**config.mk**
```make
export PLATFORM = sky130hd
export DESIGN_NAME = locker_seq_ctrl
export DESIGN_NICKNAME = d
export VERILOG_FILES = /design/src/rtl/locker_pkg.sv /design/src/rtl/locker_timer.sv /design/src/rtl/locker_seq_ctrl.sv
export SDC_FILE = /design/constraint.sdc
export NUM_CORES = 1
export LEC_CHECK = 0
export CELL_PAD_IN_SITES_DETAIL_PLACEMENT = 1
export CELL_PAD_IN_SITES_GLOBAL_PLACEMENT = 2
export CORE_MARGIN = 8
export CORE_UTILIZATION = 34
export DETAILED_ROUTE_END_ITERATION = 7
export PLACE_DENSITY_LB_ADDON = 0.12
export RECOVER_POWER = 100
export SLEW_MARGIN = 20
export SYNTH_ARGS = -nofsm -noshare
export SYNTH_HDL_FRONTEND = slang
export SYNTH_SLANG_ARGS = --single-unit
```
**constraint.sdc**
```tcl
create_clock -name clk -period 2.7 [get_ports clk]
set_clock_uncertainty 0.05 [all_clocks]
set_input_delay 0.81 -clock clk [delete_from_list [all_inputs] [get_ports clk]]
set_output_delay 0.81 -clock clk [all_outputs]
set_load 0.005 [all_outputs]
```
**src/rtl/locker_pkg.sv**
```systemverilog
// ----------------------------------------------------------------------------
// locker_pkg
// Shared definitions for the two-button combination locker.
//   - locker_state_t : sequencing controller states
//   - btn_event_t    : decoded button event (none / press / abort)
//   - decode_buttons : turns the raw button pair into a btn_event_t
//   - DEFAULT_*      : default code, attempt limit and hold-window lengths
// ----------------------------------------------------------------------------
package locker_pkg;

    localparam int         DEFAULT_CODE_LEN       = 5;
    localparam logic [4:0] DEFAULT_RESET_CODE     = 5'b01011;
    localparam int         DEFAULT_MAX_FAIL       = 3;
    localparam int         DEFAULT_UNLOCK_CYCLES  = 8;
    localparam int         DEFAULT_LOCKOUT_CYCLES = 16;

    typedef enum logic [1:0] {
        IDLE    = 2'd0,
        ENTRY   = 2'd1,
        UNLOCK  = 2'd2,
        LOCKOUT = 2'd3
    } locker_state_t;

    typedef enum logic [1:0] {
        EV_NONE  = 2'd0,
        EV_PRESS = 2'd1,
        EV_ABORT = 2'd2
    } btn_event_t;

    // Exactly one button is a press (its symbol is button_1), both together
    // abort the current entry, neither is no event.
    function automatic btn_event_t decode_buttons(input logic b0, input logic b1);
        btn_event_t ev;
        case ({b1, b0})
            2'b01,
            2'b10:   ev = EV_PRESS;
            2'b11:   ev = EV_ABORT;
            default: ev = EV_NONE;
        endcase
        return ev;
    endfunction

endpackage

```
**src/rtl/locker_timer.sv**
```systemverilog
// ----------------------------------------------------------------------------
// locker_timer
// Loadable down-counter shared by the unlock and lockout windows.
// Ports:
//   clk      in  clock, rising edge
//   rst      in  synchronous active-low reset (count cleared to 0)
//   load     in  load load_val into the counter this edge
//   load_val in  W-bit value to load
//   done     out one-cycle pulse in the cycle whose edge takes the count 1->0
// ----------------------------------------------------------------------------
module locker_timer #(
    parameter int W = 5
) (
    input  logic         clk,
    input  logic         rst,
    input  logic         load,
    input  logic [W-1:0] load_val,
    output logic         done
);

    logic [W-1:0] r_count;

    always_ff @(posedge clk) begin
        if (!rst) begin
            r_count <= '0;
        end else if (load) begin
            r_count <= load_val;
        end else if (r_count != '0) begin
            r_count <= r_count - W'(1);
        end
    end

    // Asserted while the count sits at 1, i.e. the coming edge is the expiry
    // edge. The controller leaves its timed state on that same edge, which
    // gives a window of exactly load_val cycles. A reload overrides expiry.
    assign done = !load && (r_count == W'(1));

endmodule

```
**src/rtl/locker_seq_ctrl.sv**
```systemverilog
// ----------------------------------------------------------------------------
// locker_seq_ctrl
// Sequencing controller for the two-button combination locker. It collects
// CODE_LEN presses into a word (first press in bit 0) and compares the word
// with a programmable code register. A match opens the door for
// UNLOCK_CYCLES cycles. MAX_FAIL consecutive mismatches raise the alarm for
// LOCKOUT_CYCLES cycles. The code can only be reprogrammed while unlocked,
// and doing so relocks immediately.
// Ports:
//   clk        in  clock, rising edge
//   rst        in  synchronous active-low reset
//   button_0   in  press of symbol 0 (one cycle per press)
//   button_1   in  press of symbol 1 (one cycle per press)
//   prog_en    in  load prog_code as the new code (honoured only in UNLOCK)
//   prog_code  in  new code, LSB is the first press
//   unlock     out door open (registered, state UNLOCK)
//   alarm      out lockout active (registered, state LOCKOUT)
//   busy       out entry in progress (registered, state ENTRY)
//   fail_cnt   out consecutive mismatches, saturating at MAX_FAIL
// CODE_LEN must be at least 2: the first press always lands in ENTRY.
// ----------------------------------------------------------------------------
module locker_seq_ctrl
    import locker_pkg::*;
#(
    parameter int                  CODE_LEN       = DEFAULT_CODE_LEN,
    parameter logic [CODE_LEN-1:0] RESET_CODE     = DEFAULT_RESET_CODE,
    parameter int                  MAX_FAIL       = DEFAULT_MAX_FAIL,
    parameter int                  UNLOCK_CYCLES  = DEFAULT_UNLOCK_CYCLES,
    parameter int                  LOCKOUT_CYCLES = DEFAULT_LOCKOUT_CYCLES
) (
    input  logic                          clk,
    input  logic                          rst,
    input  logic                          button_0,
    input  logic                          button_1,
    input  logic                          prog_en,
    input  logic [CODE_LEN-1:0]           prog_code,
    output logic                          unlock,
    output logic                          alarm,
    output logic                          busy,
    output logic [$clog2(MAX_FAIL+1)-1:0] fail_cnt
);

    localparam int MAX_CYCLES = (UNLOCK_CYCLES > LOCKOUT_CYCLES) ? UNLOCK_CYCLES
                                                                 : LOCKOUT_CYCLES;
    localparam int TMR_W  = $clog2(MAX_CYCLES) + 1;
    localparam int FAIL_W = $clog2(MAX_FAIL + 1);
    localparam int IDX_W  = $clog2(CODE_LEN + 1);

    // ------------------------------------------------------------------
    // State and datapath registers
    // ------------------------------------------------------------------
    locker_state_t         r_state;
    logic [CODE_LEN-1:0]   r_code;
    logic [CODE_LEN-1:0]   r_word;
    logic [IDX_W-1:0]      r_idx;
    logic [FAIL_W-1:0]     r_fail;
    logic                  r_unlock;
    logic                  r_alarm;
    logic                  r_busy;

    locker_state_t         w_state_next;
    logic [CODE_LEN-1:0]   w_code_next;
    logic [CODE_LEN-1:0]   w_word_next;
    logic [IDX_W-1:0]      w_idx_next;
    logic [FAIL_W-1:0]     w_fail_next;

    logic                  w_tmr_load;
    logic [TMR_W-1:0]      w_tmr_val;
    logic                  w_tmr_done;

    btn_event_t            w_event;
    logic                  w_sym;
    logic [CODE_LEN-1:0]   w_word_ins;
    logic [FAIL_W-1:0]     w_fail_inc;
    logic                  w_last_press;

    assign w_event = decode_buttons(button_0, button_1);
    assign w_sym   = button_1;

    // Partial word with the current symbol dropped into position r_idx. On
    // the final press this is the complete entry used for the comparison.
    genvar gi;
    generate
        for (gi = 0; gi < CODE_LEN; gi++) begin : g_word_ins
            assign w_word_ins[gi] = (r_idx == IDX_W'(gi)) ? w_sym : r_word[gi];
        end
    endgenerate

    assign w_last_press = (r_idx == IDX_W'(CODE_LEN - 1));

    // Saturating increment; lockout normally intercepts at MAX_FAIL anyway.
    assign w_fail_inc = (r_fail == FAIL_W'(MAX_FAIL)) ? r_fail : (r_fail + FAIL_W'(1));

    // ------------------------------------------------------------------
    // Shared unlock / lockout window timer
    // ------------------------------------------------------------------
    locker_timer #(
        .W (TMR_W)
    ) u_timer (
        .clk      (clk),
        .rst      (rst),
        .load     (w_tmr_load),
        .load_val (w_tmr_val),
        .done     (w_tmr_done)
    );

    // ------------------------------------------------------------------
    // Next-state logic
    // ------------------------------------------------------------------
    always_comb begin
        w_state_next = r_state;
        w_code_next  = r_code;
        w_word_next  = r_word;
        w_idx_next   = r_idx;
        w_fail_next  = r_fail;
        w_tmr_load   = 1'b0;
        w_tmr_val    = '0;

        case (r_state)
            IDLE: begin
                if (w_event == EV_PRESS) begin
                    w_word_next    = '0;
                    w_word_next[0] = w_sym;
                    w_idx_next     = IDX_W'(1);
                    w_state_next   = ENTRY;
                end
            end

            ENTRY: begin
                if (w_event == EV_PRESS) begin
                    if (w_last_press) begin
                        // Entry complete: the word is consumed either way.
                        w_word_next = '0;
                        w_idx_next  = '0;
                        if (w_word_ins == r_code) begin
                            w_state_next = UNLOCK;
                            w_tmr_load   = 1'b1;
                            w_tmr_val    = TMR_W'(UNLOCK_CYCLES);
                            w_fail_next  = '0;
                        end else begin
                            w_fail_next = w_fail_inc;
                            if (w_fail_inc == FAIL_W'(MAX_FAIL)) begin
                                w_state_next = LOCKOUT;
                                w_tmr_load   = 1'b1;
                                w_tmr_val    = TMR_W'(LOCKOUT_CYCLES);
                            end else begin
                                w_state_next = IDLE;
                            end
                        end
                    end else begin
                        w_word_next = w_word_ins;
                        w_idx_next  = r_idx + IDX_W'(1);
                    end
                end else if (w_event == EV_ABORT) begin
                    w_word_next  = '0;
                    w_idx_next   = '0;
                    w_state_next = IDLE;
                end
            end

            UNLOCK: begin
                if (prog_en) begin
                    // Relock on reprogramming; clear the timer so no stale
                    // expiry is left running behind the new state.
                    w_code_next  = prog_code;
                    w_state_next = IDLE;
                    w_tmr_load   = 1'b1;
                    w_tmr_val    = '0;
                end else if (w_tmr_done) begin
                    w_state_next = IDLE;
                end
            end

            LOCKOUT: begin
                if (w_tmr_done) begin
                    w_fail_next  = '0;
                    w_state_next = IDLE;
                end
            end

            default: begin
                w_state_next = IDLE;
            end
        endcase
    end

    // ------------------------------------------------------------------
    // Registers; the Moore outputs are decoded from the next state so they
    // change on the same edge as the state itself.
    // ------------------------------------------------------------------
    always_ff @(posedge clk) begin
        if (!rst) begin
            r_state  <= IDLE;
            r_code   <= RESET_CODE;
            r_word   <= '0;
            r_idx    <= '0;
            r_fail   <= '0;
            r_unlock <= 1'b0;
            r_alarm  <= 1'b0;
            r_busy   <= 1'b0;
        end else begin
            r_state  <= w_state_next;
            r_code   <= w_code_next;
            r_word   <= w_word_next;
            r_idx    <= w_idx_next;
            r_fail   <= w_fail_next;
            r_unlock <= (w_state_next == UNLOCK);
            r_alarm  <= (w_state_next == LOCKOUT);
            r_busy   <= (w_state_next == ENTRY);
        end
    end

    assign unlock   = r_unlock;
    assign alarm    = r_alarm;
    assign busy     = r_busy;
    assign fail_cnt = r_fail;

endmodule

```
==> results.py <==
metrics = {
    "run_status": {
        "status": "completed",
    },
    "clocking": {
        "path_clk_slew_ns": 0.11,
        "cts.path.max_buffers": 2,
        "cts_tree": "yes",
        "cts_made_buffers": 3,
        "cts.htree.levels": 1,
        "clock-sinks": 25,
        "ctsRootBufferMaster": "sky130_fd_sc_hd__clkbuf_8",
        "clock_latency_ns": 0.28,
    },
    "worst_setup_path": {
        "critical_path_buf_inv_count": 3,
        "slowest_stage": "sky130_fd_sc_hd__clkdlybuf4s50_1",
        "endpoint_kind": "register",
        "worstReg2RegEnd": "unlock",
        "path_depth_of_the_worst_reg2reg_path": 9,
        "critical_path.startpoint_type": "primary input",
        "reg2reg_from": "r_idx[0]",
        "timing.critical_path.slowest_cell_delay_ns": 0.47,
        "timing.critical_path.cells": "clkdlybuf4s50_1 -> inv_1 -> ha_4 -> buf_4 -> nand2b_1 -> o21ai_1 -> o2bb2ai_1 -> o41ai_4 -> or2_1 -> a31oi_1",
        "rrSetupSlack_ns": 0.21,
        "top_cell_family_by_delay_on_the_critical_path": "buffers and inverters",
        "cp_data_required_time_ns": 2.85,
        "cp.arrival_ns": 2.78,
        "worstSetupPathType": "in -> reg",
        "maximum_fanout_encountered_on_the_critical_timing_path": 8,
    },
    "power_and_ir_drop": {
        "switching_share": 0.3666,
        "comb_power_share": 0.396,
        "ir_worst_vdd_mv": 0.2756,
        "power_density_mw_per_mm2": 511.7,
        "power_frac_clock": 0.213,
        "net-switching-power_uw": 414.5,
        "power.leakage_nw": 0.8883,
        "share_seq_of_total_power": 0.390,
        "p_int_uw": 716.2,
    },
    "global_routing": {
        "globalRoute.totalOverflow": 0,
        "grt_max_degree": 16,
        "gr-usage-all-layers": 0.1392,
        "antenna_violations_before_repair": 0,
        "first_global_vias": 1792,
        "grt_pass1_wl_mm": 8.286,
    },
    "placed_design": {
        "port_buffers": 14,
        "place.gp.congestion": 0.8572,
        "placedCellCount": 306,
        "preCtsSetupSlack_ns": -0.4396,
        "hpwl_after_detailed_placement_mm": 3.768,
    },
    "finish": {
        "n_fill_cell": 565,
        "post_route_cells_drive_above_1_share": 0.2204,
        "flow.area_growth_from_synthesis_pct": 33.38,
        "design.final.nets": 270,
        "fin_cells": 312,
        "antennaDiodeCount": 0,
    },
    "synthesis": {
        "yosys-top-cells-area": "sky130_fd_sc_hd__dfxtp_1 30%, sky130_fd_sc_hd__ha_1 11%, sky130_fd_sc_hd__nand2_1 5.4%",
        "synth_top_area_share": 0.3021,
        "synth-edff-count": 0,
        "synth.yosys.seq_area_share": 0.3021,
        "ys_dominant_reg_cell": "sky130_fd_sc_hd__dfxtp_1",
        "number_of_flip_flops_and_latches_in_the_synthesized_netlist": 25,
        "postSynth.asyncResetShare": 0,
        "mappedNetlistArea_mm2": 0.001657,
        "syn-instance-count": 208,
        "syn_area_per_cell_um2": 7.964,
        "synth_net_count": 232,
        "synth.yosys.warnings": 0,
        "post-synth-top-area-cell": "sky130_fd_sc_hd__dfxtp_1",
        "synth.distinct_cells": 45,
    },
    "timing": {
        "worst_pin_slew_ns": 0.4073,
        "final_max_slew_viol_count": 0,
        "min_period_ns": 2.621,
        "rsz0062_at_grt": "no",
        "setup_total_negative_slack_ns": 0,
        "period_share": 0.9707,
        "setup_violating_endpoint_count_in_the_final_report": 0,
        "max_clock_freq_ghz": 0.3816,
        "worst_slack_ns": 0.07920,
        "max_slew_margin": 0.7281,
        "report.final.hold_viol_count": 0,
    },
    "route": {
        "drt_pass1_iterations": 5,
        "antenna_violating_nets_post_route": 0,
        "drt-initial-drc-count": 53,
        "route.detailed.wl_per_inst_um": 15.51,
        "vias_per_cell": 5.131,
        "via_count": 1601,
        "postRouteWirelength_mm": 4.839,
        "drt_drc_violations_left": 0,
    },
    "min_path": {
        "hold_path.startpoint": "r_word[4]",
        "type_of_the_tightest_min_delay_check": "reg -> reg",
        "hold_path_end": "r_word[4]",
        "hold_path_depth": 2,
    },
    "floorplan": {
        "fp.dieH_um": 85.80,
        "fp.dieArea_mm2": 0.007362,
        "num_io_pins": 15,
        "floorplan.core_area_mm2": 0.004723,
        "die-width_um": 85.80,
        "core.rowCount": 25,
        "initial_cell_density_of_the_core": 0.3507,
    },
    "job": {
        "number_of_max_capacitance_violations_reported": 0,
    },
}
-- flip-flops by register name (all words and copies together), names as in the netlist --
signal / flops
u_timer.r_count: 5
unlock: 1
r_state: 2
fail_cnt: 2
r_idx: 3
r_word: 5
alarm: 1
r_code: 5
busy: 1
-- cells in the final DEF (no fill, tap or decap), drive strengths merged, types with 2 or more instances in the layout --
cell type,count
buf,25
nand2,25
dfxtp,25
nor2,18
inv,15
ha,14
o21ai,14
a21oi,13
nand3,11
mux2i,8
clkdlybuf4s50,7
nor2b,7
dlygate4sd3,6
xor2,4
clkbuf,4
a22oi,3
nand4,3
and2,3
nand2b,3
a41oi,3
nor3,3
xnor2,2
o21a,2
or3b,2
nand3b,2
a31oi,2
nor4,2
or3,2
or2,2
-- power by group through the flow --
stage	Clock [mW]	Combinational [mW]	Sequential, mW
2_1_floorplan	0	0.281	0.438
3_3_place_gp	0	0.394	0.444
3_5_place_dp	0	0.411	0.447
4_1_cts	0.251	0.426	0.439
5_1_grt	0.273	0.501	0.447
6_report	0.241	0.448	0.441
-- synth_stat cells (all sizes together) (2+ instances only) --
cell / instances
a21oi: 13
a22oi: 3
a31oi: 2
a41oi: 3
and2: 3
clkbuf: 6
dfxtp: 25
ha: 14
inv: 15
mux2i: 8
nand2: 25
nand2b: 3
nand3: 11
nand3b: 2
nand4: 3
nor2: 18
nor2b: 7
nor3: 3
nor4: 2
o21a: 2
o21ai: 14
or2: 2
or3: 2
or3b: 2
xnor2: 2
xor2: 4
-- worst min-delay path, cell delays in order (launching register included) --
cell and delay (ns):
sky130_fd_sc_hd__dfxtp_1 0.33, sky130_fd_sc_hd__nand2_1 0.05, sky130_fd_sc_hd__a21oi_1 0.03
-- layout make-up --
| cell class | count | area, um2 | share of cell area |
|---|---|---|---|
| sequential | 25 | 503.0 | 0.2276 |
| inverter | 15 | 56.30 | 0.02548 |
| multi-input combinational | 161 | 1184 | 0.5357 |
| clock buffer | 3 | 41.29 | 0.01869 |
| timing repair buffer | 40 | 334.1 | 0.1512 |
| clock inverter | 1 | 7.507 | 0.003398 |
| tap | 67 | 83.83 | 0.03794 |
-- through the flow --
stage	util	hold WS (ns)	power (mW)	cell area, um2
3_5_place_dp	0.4305	0.3795	0.8575	2033
3_3_place_gp	0.4305	0.3773	0.8383	2033
6_report	0.4678	0.3907	1.131	2210
4_1_cts	0.4495	0.3949	1.115	2123
5_1_grt	0.4678	0.4105	1.221	2210
2_1_floorplan	-	0.3616	0.7188	1657
-- logic make-up after synthesis --
kind of cell    share of synthesized area
buf+inv                           0.05060
xor+xnor                          0.03172
compound gates                     0.1949
simple gates                       0.2666
flops                              0.3021
mux                               0.04834
fa+ha+maj                          0.1057
-- layer usage --
metal  share of wire  global-route usage
met2            0.51              0.2525
met1            0.45              0.1555
met4           0.012             0.04936
met3           0.025             0.02961
met5               0                   0
-- worst max-delay path by stage --
stage                               to  slack [ns]  cells after the start      from
finish                          unlock        0.08                     10  button_0
floorplan                    r_word[1]        0.15                      7  button_1
global route                    unlock       0.001                     10  button_0
CTS                             unlock        0.08                     10  button_0
detailed placement  u_timer.r_count[4]       -0.44                      9  button_1
global placement                unlock       -0.35                     10  button_1
-- repair_timing --
action	CTS	global route
cloned	0	0
resized for setup	12	16
endpoints found under the setup margin	9	3
pin swaps	5	10
setup buffers	0	2
hold buffers	0	0
No activity file was read; power rests on OpenSTA's default activity.
